File: src/rtl/fifo_wr_arbiter_pkg.sv
// Shared types for the fifo write arbiter.
//   arb_state_t : arbiter FSM state (IDLE = free to arbitrate, BURST = port locked to an owner)
package fifo_arb_pkg;

  typedef enum logic {
    IDLE,
    BURST
  } arb_state_t;

endpackage

File: src/rtl/fifo_wr_arbiter_if.sv
// Bundle of producer handshakes and the shared fifo write port.
//   req_valid/req_data/req_last : producer side inputs (req_data packed, producer i at
//                                 [i*DATA_WIDTH +: DATA_WIDTH])
//   req_ready                   : per-producer accept
//   fifo_wr/fifo_w_data         : write strobe and data to the fifo
//   fifo_full                   : fifo full flag
//   grant/busy                  : registered owner (one-hot) and burst-in-progress status
// Modports: master = producers/fifo environment, slave = arbiter.
interface fifo_wr_arbiter_if #(
  parameter int unsigned NUM_REQ    = 4,
  parameter int unsigned DATA_WIDTH = 8
);

  logic [NUM_REQ-1:0]            req_valid;
  logic [NUM_REQ*DATA_WIDTH-1:0] req_data;
  logic [NUM_REQ-1:0]            req_last;
  logic [NUM_REQ-1:0]            req_ready;
  logic                          fifo_wr;
  logic [DATA_WIDTH-1:0]         fifo_w_data;
  logic                          fifo_full;
  logic [NUM_REQ-1:0]            grant;
  logic                          busy;

  modport master (
    output req_valid,
    output req_data,
    output req_last,
    input  req_ready,
    input  fifo_wr,
    input  fifo_w_data,
    output fifo_full,
    input  grant,
    input  busy
  );

  modport slave (
    input  req_valid,
    input  req_data,
    input  req_last,
    output req_ready,
    output fifo_wr,
    output fifo_w_data,
    input  fifo_full,
    output grant,
    output busy
  );

endinterface

File: src/rtl/fifo_wr_arbiter_rr_pick.sv
// Combinational rotate-priority encoder.
//   req_i   : request vector
//   ptr_i   : highest-priority index this cycle
//   found_o : any request set
//   idx_o   : first set index searching ptr_i, ptr_i+1, ... wrapping at N-1
module rr_pick #(
  parameter int unsigned N    = 4,
  localparam int unsigned IdxW = $clog2(N)
) (
  input  logic [N-1:0]    req_i,
  input  logic [IdxW-1:0] ptr_i,
  output logic            found_o,
  output logic [IdxW-1:0] idx_o
);

  always_comb begin
    found_o = 1'b0;
    idx_o   = '0;
    for (int unsigned k = 0; k < N; k++) begin
      int unsigned     cand;
      logic [IdxW-1:0] cand_idx;
      // Explicit wrap so non-power-of-two N never indexes past N-1.
      cand = int'(ptr_i) + k;
      if (cand >= N) begin
        cand = cand - N;
      end
      cand_idx = IdxW'(cand);
      if (!found_o && req_i[cand_idx]) begin
        found_o = 1'b1;
        idx_o   = cand_idx;
      end
    end
  end

endmodule

File: src/rtl/fifo_wr_arbiter.sv
// Round-robin, burst-locked write arbiter sharing one fifo write port among NUM_REQ producers.
//   clk   : system clock, rising edge
//   reset : synchronous, active-low
//   bus   : producer handshakes, fifo write port, grant/busy status (slave side)
// In IDLE a winner is picked and its first beat transfers in the same cycle. Unless that beat
// is last, the winner then owns the port until req_last or MAX_BURST beats.
module fifo_wr_arbiter
  import fifo_arb_pkg::*;
#(
  parameter int unsigned NUM_REQ    = 4,
  parameter int unsigned DATA_WIDTH = 8,
  parameter int unsigned MAX_BURST  = 4
) (
  input  logic          clk,
  input  logic          reset,
  fifo_wr_arbiter_if.slave bus
);

  localparam int unsigned IdxW = $clog2(NUM_REQ);
  localparam int unsigned CntW = $clog2(MAX_BURST + 1);
  localparam logic [CntW-1:0] MaxBurstC = CntW'(MAX_BURST);
  localparam logic [IdxW-1:0] LastIdxC  = IdxW'(NUM_REQ - 1);

  arb_state_t           state_q, state_d;
  logic [IdxW-1:0]      rr_ptr_q, rr_ptr_d;
  logic [IdxW-1:0]      owner_q, owner_d;
  logic [CntW-1:0]      beat_cnt_q, beat_cnt_d;
  logic [NUM_REQ-1:0]   grant_q, grant_d;

  logic                 pick_found;
  logic [IdxW-1:0]      pick_idx;
  logic [NUM_REQ-1:0]   ready;
  logic [IdxW-1:0]      sel_idx;
  logic                 wr;

  function automatic logic [IdxW-1:0] wrap_inc(input logic [IdxW-1:0] idx);
    return (idx == LastIdxC) ? '0 : idx + IdxW'(1);
  endfunction

  rr_pick #(
    .N (NUM_REQ)
  ) u_rr_pick (
    .req_i   (bus.req_valid),
    .ptr_i   (rr_ptr_q),
    .found_o (pick_found),
    .idx_o   (pick_idx)
  );

  always_comb begin
    state_d    = state_q;
    rr_ptr_d   = rr_ptr_q;
    owner_d    = owner_q;
    beat_cnt_d = beat_cnt_q;
    grant_d    = grant_q;
    ready      = '0;
    sel_idx    = owner_q;

    unique case (state_q)
      IDLE: begin
        sel_idx = pick_idx;
        if (!bus.fifo_full && pick_found) begin
          ready[pick_idx] = 1'b1;
          if (bus.req_last[pick_idx] || (MAX_BURST == 1)) begin
            rr_ptr_d = wrap_inc(pick_idx);
          end else begin
            state_d          = BURST;
            owner_d          = pick_idx;
            beat_cnt_d       = CntW'(1);
            grant_d          = '0;
            grant_d[pick_idx] = 1'b1;
          end
        end
      end
      BURST: begin
        // Lock held even when the owner drops valid; other producers wait.
        ready[owner_q] = ~bus.fifo_full;
        if (bus.req_valid[owner_q] && !bus.fifo_full) begin
          beat_cnt_d = beat_cnt_q + CntW'(1);
          if (bus.req_last[owner_q] || ((beat_cnt_q + CntW'(1)) == MaxBurstC)) begin
            state_d    = IDLE;
            grant_d    = '0;
            rr_ptr_d   = wrap_inc(owner_q);
            beat_cnt_d = '0;
          end
        end
      end
      default: begin
        state_d = IDLE;
      end
    endcase

    // Outputs are forced quiet while reset is held.
    if (!reset) begin
      ready = '0;
    end
  end

  assign wr              = |(bus.req_valid & ready);
  assign bus.req_ready   = ready;
  assign bus.fifo_wr     = wr;
  assign bus.fifo_w_data = wr ? bus.req_data[sel_idx*DATA_WIDTH +: DATA_WIDTH] : '0;
  assign bus.grant       = grant_q;
  assign bus.busy        = (state_q == BURST);

  always_ff @(posedge clk) begin
    if (!reset) begin
      state_q    <= IDLE;
      rr_ptr_q   <= '0;
      owner_q    <= '0;
      beat_cnt_q <= '0;
      grant_q    <= '0;
    end else begin
      state_q    <= state_d;
      rr_ptr_q   <= rr_ptr_d;
      owner_q    <= owner_d;
      beat_cnt_q <= beat_cnt_d;
      grant_q    <= grant_d;
    end
  end

endmodule

File: src/flat_wrapper.sv
// flat-port wrapper written by rule: the top's interface ports become plain ports
module fifo_wr_arbiter_flat import fifo_arb_pkg::*;
#(
  parameter int unsigned NUM_REQ    = 4,
  parameter int unsigned DATA_WIDTH = 8,
  parameter int unsigned MAX_BURST  = 4
)
  (clk, reset, bus_req_valid, bus_req_data, bus_req_last, bus_req_ready, bus_fifo_wr, bus_fifo_w_data, bus_fifo_full, bus_grant, bus_busy);
  fifo_wr_arbiter_if #(.NUM_REQ(NUM_REQ), .DATA_WIDTH(DATA_WIDTH)) bus_i ();
  input  logic clk;
  input  logic reset;
  input wire logic [$bits(bus_i.req_valid)-1:0] bus_req_valid;
  input wire logic [$bits(bus_i.req_data)-1:0] bus_req_data;
  input wire logic [$bits(bus_i.req_last)-1:0] bus_req_last;
  output wire logic [$bits(bus_i.req_ready)-1:0] bus_req_ready;
  output wire logic [$bits(bus_i.fifo_wr)-1:0] bus_fifo_wr;
  output wire logic [$bits(bus_i.fifo_w_data)-1:0] bus_fifo_w_data;
  input wire logic [$bits(bus_i.fifo_full)-1:0] bus_fifo_full;
  output wire logic [$bits(bus_i.grant)-1:0] bus_grant;
  output wire logic [$bits(bus_i.busy)-1:0] bus_busy;
  assign bus_i.req_valid = bus_req_valid;
  assign bus_i.req_data = bus_req_data;
  assign bus_i.req_last = bus_req_last;
  assign bus_req_ready = bus_i.req_ready;
  assign bus_fifo_wr = bus_i.fifo_wr;
  assign bus_fifo_w_data = bus_i.fifo_w_data;
  assign bus_i.fifo_full = bus_fifo_full;
  assign bus_grant = bus_i.grant;
  assign bus_busy = bus_i.busy;
  fifo_wr_arbiter #(.NUM_REQ(NUM_REQ), .DATA_WIDTH(DATA_WIDTH), .MAX_BURST(MAX_BURST)) u_core (.clk(clk), .reset(reset), .bus(bus_i));
endmodule
File: config.mk
export PLATFORM = sky130hd
export DESIGN_NAME = fifo_wr_arbiter_flat
export DESIGN_NICKNAME = d
export VERILOG_FILES = /design/src/rtl/fifo_wr_arbiter_pkg.sv /design/src/rtl/fifo_wr_arbiter_if.sv /design/src/rtl/fifo_wr_arbiter_rr_pick.sv /design/src/rtl/fifo_wr_arbiter.sv /design/src/flat_wrapper.sv
export SDC_FILE = /design/constraint.sdc
export NUM_CORES = 1
export LEC_CHECK = 0
export CAP_MARGIN = 20
export CORE_AREA = 2 2 65 67
export DETAILED_ROUTE_END_ITERATION = 12
export DIE_AREA = 0 0 67 69
export GPL_TIMING_DRIVEN = 0
export PLACE_DENSITY_LB_ADDON = 0.15
export SLEW_MARGIN = 15
export SYNTH_ARGS = -nofsm -noshare
export SYNTH_HDL_FRONTEND = slang
export SYNTH_SLANG_ARGS = --single-unit
File: constraint.sdc
create_clock -name clk -period 2.7 [get_ports clk]
set_input_delay 0.54 -clock clk [delete_from_list [all_inputs] [get_ports clk]]
set_output_delay 0.54 -clock clk [all_outputs]
set_load 0.01 [all_outputs]
==> reports/results.tsv, run 1 <==
stage	metric	value	unit
outcome	status	complete, but fails checks	
outcome	violated checks	setup timing	
cells_and_area	Nets	291	
power	power per standard cell area	467	mW/mm2
clock_tree	Reg clk slew, reported paths	0.05	ns
sta	Final Cycle Share	113	%
power	VDD IR-drop max	0.295	mV
sta	Final Max Slew Viols	0	
grt	GRT Util Overall	18.9	%
worst_hold_path	Hold Crit Class	register to register	
detailed_routing	Via density	5.05	
synth	Post-Syn Nets	216	
detailed_routing	vias post-DR	1448	
worst_setup_path	reg2reg path depth	5	
synth	largest family of logic cells by synthesized area	multiplexers	
clock_tree	CTS max path bufs	2	
sta	Final setup viols	9	
die	Die H	69	um
clock_tree	clock sinks	12	
worst_hold_path	Hold Crit Depth	2	
sta	Worst Setup Slack, final	-0.344	ns
detailed_routing	Wirelength per Cell	14.6	um
synth	synthesized area	0.00131	mm2
detailed_routing	Post-Route WL	4.20	mm
die	row count	23	
worst_setup_path	Critical Path Sink Type	output port	
grt	first-pass GRT wire length	6.82	mm
grt	largest net degree at the start of global routing	11	
detailed_routing	Residual DRC	0	
place	HPWL after DPL	3.28	mm
die	core area	0.00391	mm2
worst_setup_path	Setup crit start kind	input port	
synth	Mapped Cells	163	
synth	Yosys reg bits	12	
power	Pleak	0.920	nW
flow_run	MaxCap Viol Count	0	
worst_setup_path	CP Class	input port to output port	
synth	Avg Cell Area, Syn	8.02	um2
sta	min Tclk post-route	3.04	ns
clock_tree	TritonCTS Buffers	3	
sta	RSZ-0062 raised after global routing	true	
die	die width	67	um
clock_tree	H-tree depth	1	
die	Die ar.	0.00462	mm2
synth	Synth Area in Simple Gates	22.0	%
place	final RePlAce weighted congestion	0.835	
sta	Fin Hold WS	0.458	ns
cells_and_area	Area growth, synth to finish	72.3	%
worst_setup_path	Worst R2R Start	u_core.owner_q[0]	
synth	post-synth top area cell	dfxtp_1	
worst_hold_path	min-delay src	u_core.bus.grant[1]	
synth	post-synthesis mux area share	22.1	%
die	I/O pins	61	
clock_tree	clk_lat worst skew	0.24	ns
synth	top cells by area, synth	dfxtp_1 18%, mux2i_1 18%, ha_1 9.6%	
worst_hold_path	Hold EP	u_core.bus.grant[1]	
sta	Final Hold Vio Count	0	
worst_setup_path	crit path max fanout	7	
place	PortBufs	60	
sta	Clock Skews	0.00246	ns
cells_and_area	share of layout cells above drive strength 1	26.2	%
synth	Seq/Total Area, Yosys	18.4	%
synth	Post-Synth Adder-Cell Area	9.57	%
place	placed insts	273	
clock_tree	CTS tree	yes	
cells_and_area	Post-Layout Cell Count	287	
grt	initial antenna violation count	0	
grt	vias in the first global route	1376	
worst_setup_path	Arrival @ worst endpoint	2.50	ns
synth	Yosys warnings	0	
detailed_routing	DR pass1 iterations	4	
detailed_routing	initial DRC count	66	
sta	Max Freq	329	MHz
synth	Cell variety after synth	42	
worst_setup_path	CP Data Required Time	2.16	ns
worst_setup_path	R2R Path End	u_core.rr_ptr_q[1]	
sta	Worst-Margin Slew	0.460	ns
clock_tree	CTS root buffer	clkbuf_8	
synth	xor-xnor portion of the synthesized cell area	0.670	%
detailed_routing	remaining antenna violation count	0	
power	Overall Power	1.05	mW
cells_and_area	diodes inserted	0	
die	Initial Util	33.4	%
worst_setup_path	worst reg2reg setup slack	0.52	ns
synth	Yosys top cell area share	18.4	%
synth	Compound-Gate Fraction of Synth Area	21.2	%
sta	slew margin rel.	69.3	%
grt	gr ovfl total	0	
==> flip-flops by register name, indices dropped and copies added (netlist names) <==
name and cells:
u_core.owner_q 2, u_core.beat_cnt_q 3, u_core.rr_ptr_q 2, u_core.bus.grant 4, u_core.bus.busy 1
==> cell usage after synthesis <==
master,number
nor4b_1,1
dfxtp_1,12
o21a_1,2
and3_1,2
ha_1,10
a21boi_1,1
o21ai_4,1
a211o_2,1
buf_12,1
o211ai_1,2
nor2b_4,1
mux4_2,1
nor2b_1,4
and2_1,1
o21ai_1,1
o21ai_0,7
clkbuf_1,1
a21oi_1,8
mux2i_1,24
nand2_1,28
or4_1,1
inv_2,1
nand3b_1,1
a21o_1,2
nand3_1,9
o22ai_1,9
a31oi_1,2
or2_2,1
nor3b_1,1
a21boi_0,1
xor2_1,1
inv_1,8
nand2b_1,5
a211oi_1,1
buf_2,2
a211o_4,1
nor2_1,3
o2bb2ai_1,1
o221ai_1,1
buf_1,1
mux4_1,1
buf_4,1
==> what timing repair did <==
action | 4_1_cts | 5_1_grt
resized for setup | 65 | 14
buffers inserted | 8 | 2
pin swaps | 14 | 9
endpoints found under the setup margin | 13 | 10
hold buffers | 0 | 0
==> report_power, final <==
part | internal, mW | leakage [nW] | total (mW) | switching (mW)
sequential | 0.199 | 0.0985 | 0.224 | 0.0254
clock | 0.129 | 0.0288 | 0.202 | 0.0726
combinational | 0.325 | 0.793 | 0.627 | 0.303
==> area by class of cell <==
class,count,area [um2]
Buffer,6,51.3
Clock buffer,4,55.1
Fill cell,399,1660
Inverter,9,38.8
Multi-Input combinational cell,136,1140
Sequential cell,12,243
Tap cell,50,62.6
Timing Repair Buffer,70,661
==> cells by family after synthesis <==
group | Yosys count
simple gates | 58
compound gates | 41
mux | 26
buf+inv | 15
flops | 12
fa+ha+maj | 10
xor+xnor | 1
==> worst max-delay path, stage by stage <==
cell and delay (ns):
buf_8 0.10, nor2b_4 0.12, a21o_1 0.16, a211o_4 0.38, inv_4 0.09, ha_4 0.12, mux2i_1 0.07, o221ai_1 0.18
a21oi_2 0.07, o2bb2ai_4 0.15, nand2_4 0.08, buf_8 0.16, o22ai_2 0.13, buf_2 0.15
==> layout by cell type (no fill, tap or decap), types with 4 or more instances in the layout <==
master           instances
inv_1                    6
nand2_1                 25
buf_6                    4
a21oi_1                  6
o22ai_2                  6
ha_1                     6
dfxtp_1                 10
nand3_1                  8
nand2b_1                 5
mux2i_1                 24
buf_4                    9
buf_2                    7
o21ai_0                  6
clkdlybuf4s50_1         43
clkbuf_8                 4
==> per-stage QoR <==
stage	worst slack, ns	TNS [ns]	util (%)	instance area [um2]
6_report	-0.344	-2.76	57.6	2250
5_1_grt	-0.437	-3.58	57.6	2250
4_1_cts	-0.415	-3.26	56.1	2190
3_5_place_dp	-1.33	-14.10	53.9	2110
3_3_place_gp	-1.35	-14.11	53.9	2110
2_1_floorplan	-0.0855	-0.484	-	1450
==> routing by layer <==
layer	share of wire, %	up-vias	GRT usage (%)
met5	0	-	0
met4	0.45	0	2.04
met3	3.2	4	4.08
met2	50	24	30.6
met1	47	683	26.3
li1	-	737	-
==> worst max-delay path by stage <==
stage,startpoint,endpoint,slack [ns],cells after the start
after floorplan,bus_req_valid[2],bus_fifo_w_data[2],-0.09,12
after global placement,bus_req_valid[2],bus_fifo_w_data[2],-1.35,14
after detailed placement,bus_req_valid[2],bus_fifo_w_data[2],-1.33,14
after CTS,bus_req_valid[2],bus_fifo_w_data[2],-0.41,14
after global routing,bus_req_valid[2],bus_fifo_w_data[5],-0.44,14
final,bus_req_valid[2],bus_fifo_w_data[3],-0.34,14
Power figures use the tool's default switching activity.
==> run 2: changes to the inputs <==
--- a/config.mk
+++ b/config.mk
@@ -6,12 +6,13 @@
 export NUM_CORES = 1
 export LEC_CHECK = 0
 export CAP_MARGIN = 20
-export CORE_AREA = 2 2 65 67
+export CORE_AREA = 2 2 64 66
 export DETAILED_ROUTE_END_ITERATION = 12
-export DIE_AREA = 0 0 67 69
+export DIE_AREA = 0 0 66 68
 export GPL_TIMING_DRIVEN = 0
 export PLACE_DENSITY_LB_ADDON = 0.15
 export SLEW_MARGIN = 15
 export SYNTH_ARGS = -nofsm -noshare
 export SYNTH_HDL_FRONTEND = slang
+export SYNTH_HIERARCHICAL = 1
 export SYNTH_SLANG_ARGS = --single-unit
==> reports/results.tsv, run 2 <==
stage	metric	value	unit	change
die	Initial Util	32.9	%	-0.47 points
synth	most common library cells after synthesis	12 x dfxtp_1, 11 x and2_1, 10 x ha_1, 10 x mux4_2, 10 x nand2_1		
sta	Final Max Slew Viols	0		unchanged
grt	largest net degree at the start of global routing	11		unchanged
synth	Yosys top cell area share	18.9	%	+0.54 points
die	Die H	68	um	-1.4%
outcome	violated checks	setup timing		
worst_hold_path	Hold Crit Class	register to register		
power	power per standard cell area	529	mW/mm2	+13%
die	Die ar.	0.00449	mm2	-2.9%
worst_setup_path	crit path max fanout	3		-4
sta	Worst Setup Slack, final	-0.520	ns	-0.177 ns
synth	Cell variety after synth	43		+2.4%
sta	min Tclk post-route	3.22	ns	+0.177 ns
detailed_routing	Residual DRC	0		unchanged
cells_and_area	Largest register FFs	4		unchanged
clock_tree	CTS Hold Bufs	0		unchanged
worst_setup_path	CP Data Required Time	2.16	ns	about the same
power	VDD IR-drop max	0.398	mV	+35%
clock_tree	CTS tree	yes		
cells_and_area	Nets	278		-4.5%
synth	most common cell in the netlist	dfxtp_1		
clock_tree	H-tree depth	1		unchanged
cells_and_area	share of layout cells above drive strength 1	40.2	%	+14 points
detailed_routing	Via density	5.27		+4.4%
synth	Post-Syn Nets	190		-12%
clock_tree	TritonCTS Buffers	3		unchanged
synth	post-synth top area cell	dfxtp_1		
clock_tree	CTS root buffer	clkbuf_8		
sta	Worst-Margin Slew	0.611	ns	+0.151 ns
cells_and_area	commonest cells after routing, fill and taps aside	44 x clkdlybuf4s50_1, 19 x buf_6, 15 x buf_4		
power	Pleak	0.980	nW	+6.4%
grt	initial antenna violation count	0		unchanged
synth	Yosys reg bits	12		unchanged
sta	RSZ-0062 raised after global routing	true		
clock_tree	CTS max path bufs	2		unchanged
cells_and_area	Final Instance Area	0.00233	mm2	+3.4%
cells_and_area	commonest non-fill, non-tap cell in the layout	clkdlybuf4s50_1		
sta	Final Cycle Share	119	%	+6.5 points
place	PortBufs	60		unchanged
cells_and_area	Area growth, synth to finish	83.4	%	
flow_run	MaxCap Viol Count	0		unchanged
detailed_routing	Wirelength per Cell	16.9	um	+16%
grt	vias in the first global route	1522		+11%
sta	Clock Skews	0.00230	ns	-0.000165 ns
detailed_routing	vias post-DR	1443		-0.35%
place	Placement Cell Area	0.00200	mm2	-5.4%
die	row count	23		unchanged
die	die width	66	um	-1.5%
grt	GRT Util Overall	21.1	%	+2.2 points
synth	Mapped Cells	137		-16%
sta	Max Freq	311	MHz	-5.5%
worst_setup_path	Arrival @ worst endpoint	2.68	ns	+0.18 ns
detailed_routing	initial DRC count	43		-35%
grt	gr ovfl total	0		unchanged
detailed_routing	DR pass1 iterations	4		unchanged
clock_tree	clock sinks	12		unchanged
place	final RePlAce weighted congestion	0.846		+1.2%
die	I/O pins	61		unchanged
sta	slew margin rel.	58.5	%	-11 points
die	core area	0.00386	mm2	-1.5%
synth	Post-synth EDFFs	0		unchanged
outcome	status	complete, but fails checks		
synth	synthesized area	0.00127	mm2	-2.9%
detailed_routing	remaining antenna violation count	0		unchanged
grt	first-pass GRT wire length	7.18	mm	+5.2%
sta	Final Hold Vio Count	0		unchanged
synth	Seq/Total Area, Yosys	18.9	%	+0.54 points
clock_tree	Reg clk slew, reported paths	0.05	ns	about the same
place	HPWL after DPL	3.31	mm	+0.96%
place	pre-CTS WS	-1.49	ns	-0.161 ns
synth	top cells by area, synth	dfxtp_1 19%, mux4_2 18%, ha_1 9.9%		
cells_and_area	diodes inserted	0		unchanged
worst_setup_path	CP Class	input port to output port		
worst_setup_path	Setup crit start kind	input port		
worst_setup_path	Critical Path Sink Type	output port		
synth	Post-synth ARST share	0	%	unchanged
synth	Yosys warnings	6		+6
synth	Avg Cell Area, Syn	9.27	um2	+16%
synth	top_reg_cell synth	dfxtp_1		
clock_tree	clk_lat worst skew	0.24	ns	about the same
detailed_routing	Post-Route WL	4.64	mm	+10%
sta	Final setup viols	20		+11
## run 2: power by group
part | internal, mW | switching, mW
Sequential | 0.203 | 0.0249
Clock | 0.129 | 0.0646
Combinational | 0.464 | 0.347
## run 2: worst paths after layout
| check | start | end | slack, ns | depth (start not counted) |
|---|---|---|---|---|
| min | u_core/bus.grant[3] | u_core/bus.grant[3] | 0.46 | 2 |
| max | bus_req_valid[1] | bus_fifo_w_data[5] | -0.52 | 14 |
| max reg2reg | u_core/rr_ptr_q[0] | u_core/bus.grant[0] | -0.10 | 11 |
| min reg2reg | u_core/bus.grant[3] | u_core/bus.grant[3] | 0.46 | 2 |
## run 2: routing by layer
layer / track usage, % / wire, um / vias up
met5: 0 / 0 / -
li1: - / - / 693
met4: 2.81 / 28 / 0
met3: 3.62 / 222 / 4
met1: 24.0 / 1870 / 703
met2: 41.9 / 2510 / 43
## run 2: cells by family after synthesis
logic type      after synthesis  synth area share, %
xor+xnor                      1                0.690
flops                        12                 18.9
simple gates                 46                 21.0
fa+ha+maj                    10                 9.85
mux                          16                 23.0
compound gates               36                 21.2
buf+inv                      16                 5.42
## run 2: metrics by stage
step	total power [mW]	TNS, ns	hold WS [ns]	instances	utilization [%]
2_1_floorplan	0.645	-1.45	0.457	137	-
3_5_place_dp	0.863	-25.02	0.450	247	51.8
4_1_cts	1.19	-6.59	0.459	269	58.5
5_1_grt	1.31	-6.66	0.477	274	60.4
3_3_place_gp	0.850	-23.57	0.457	247	51.8
6_report	1.23	-5.79	0.457	274	60.4
## run 2: area by class of cell
cell class                 instances  area, um2
multi-input combinational        110       1090
fill                             320       1530
clock buffer                       4       55.1
buffer                             6       31.3
timing repair buffer              82        806
sequential                        12        241
tap                               50       62.6
inverter                          10       40.0
## run 2: what timing repair did
action,in CTS,in global routing
pin swaps,10,6
buffers inserted,16,5
endpoints found under the setup margin,24,23
resized for setup,81,17
hold endpoints to repair,0,0
cloned,2,0
## run 2: worst max-delay path, cell delays in order
cell,delay (ns)
buf_8,0.08
inv_2,0.03
a221o_1,0.38
a21oi_4,0.19
buf_6,0.13
inv_4,0.04
ha_4,0.15
nand3b_1,0.10
a21oi_2,0.07
a22o_1,0.24
a221o_2,0.35
buf_6,0.14
and2_4,0.13
buf_6,0.11
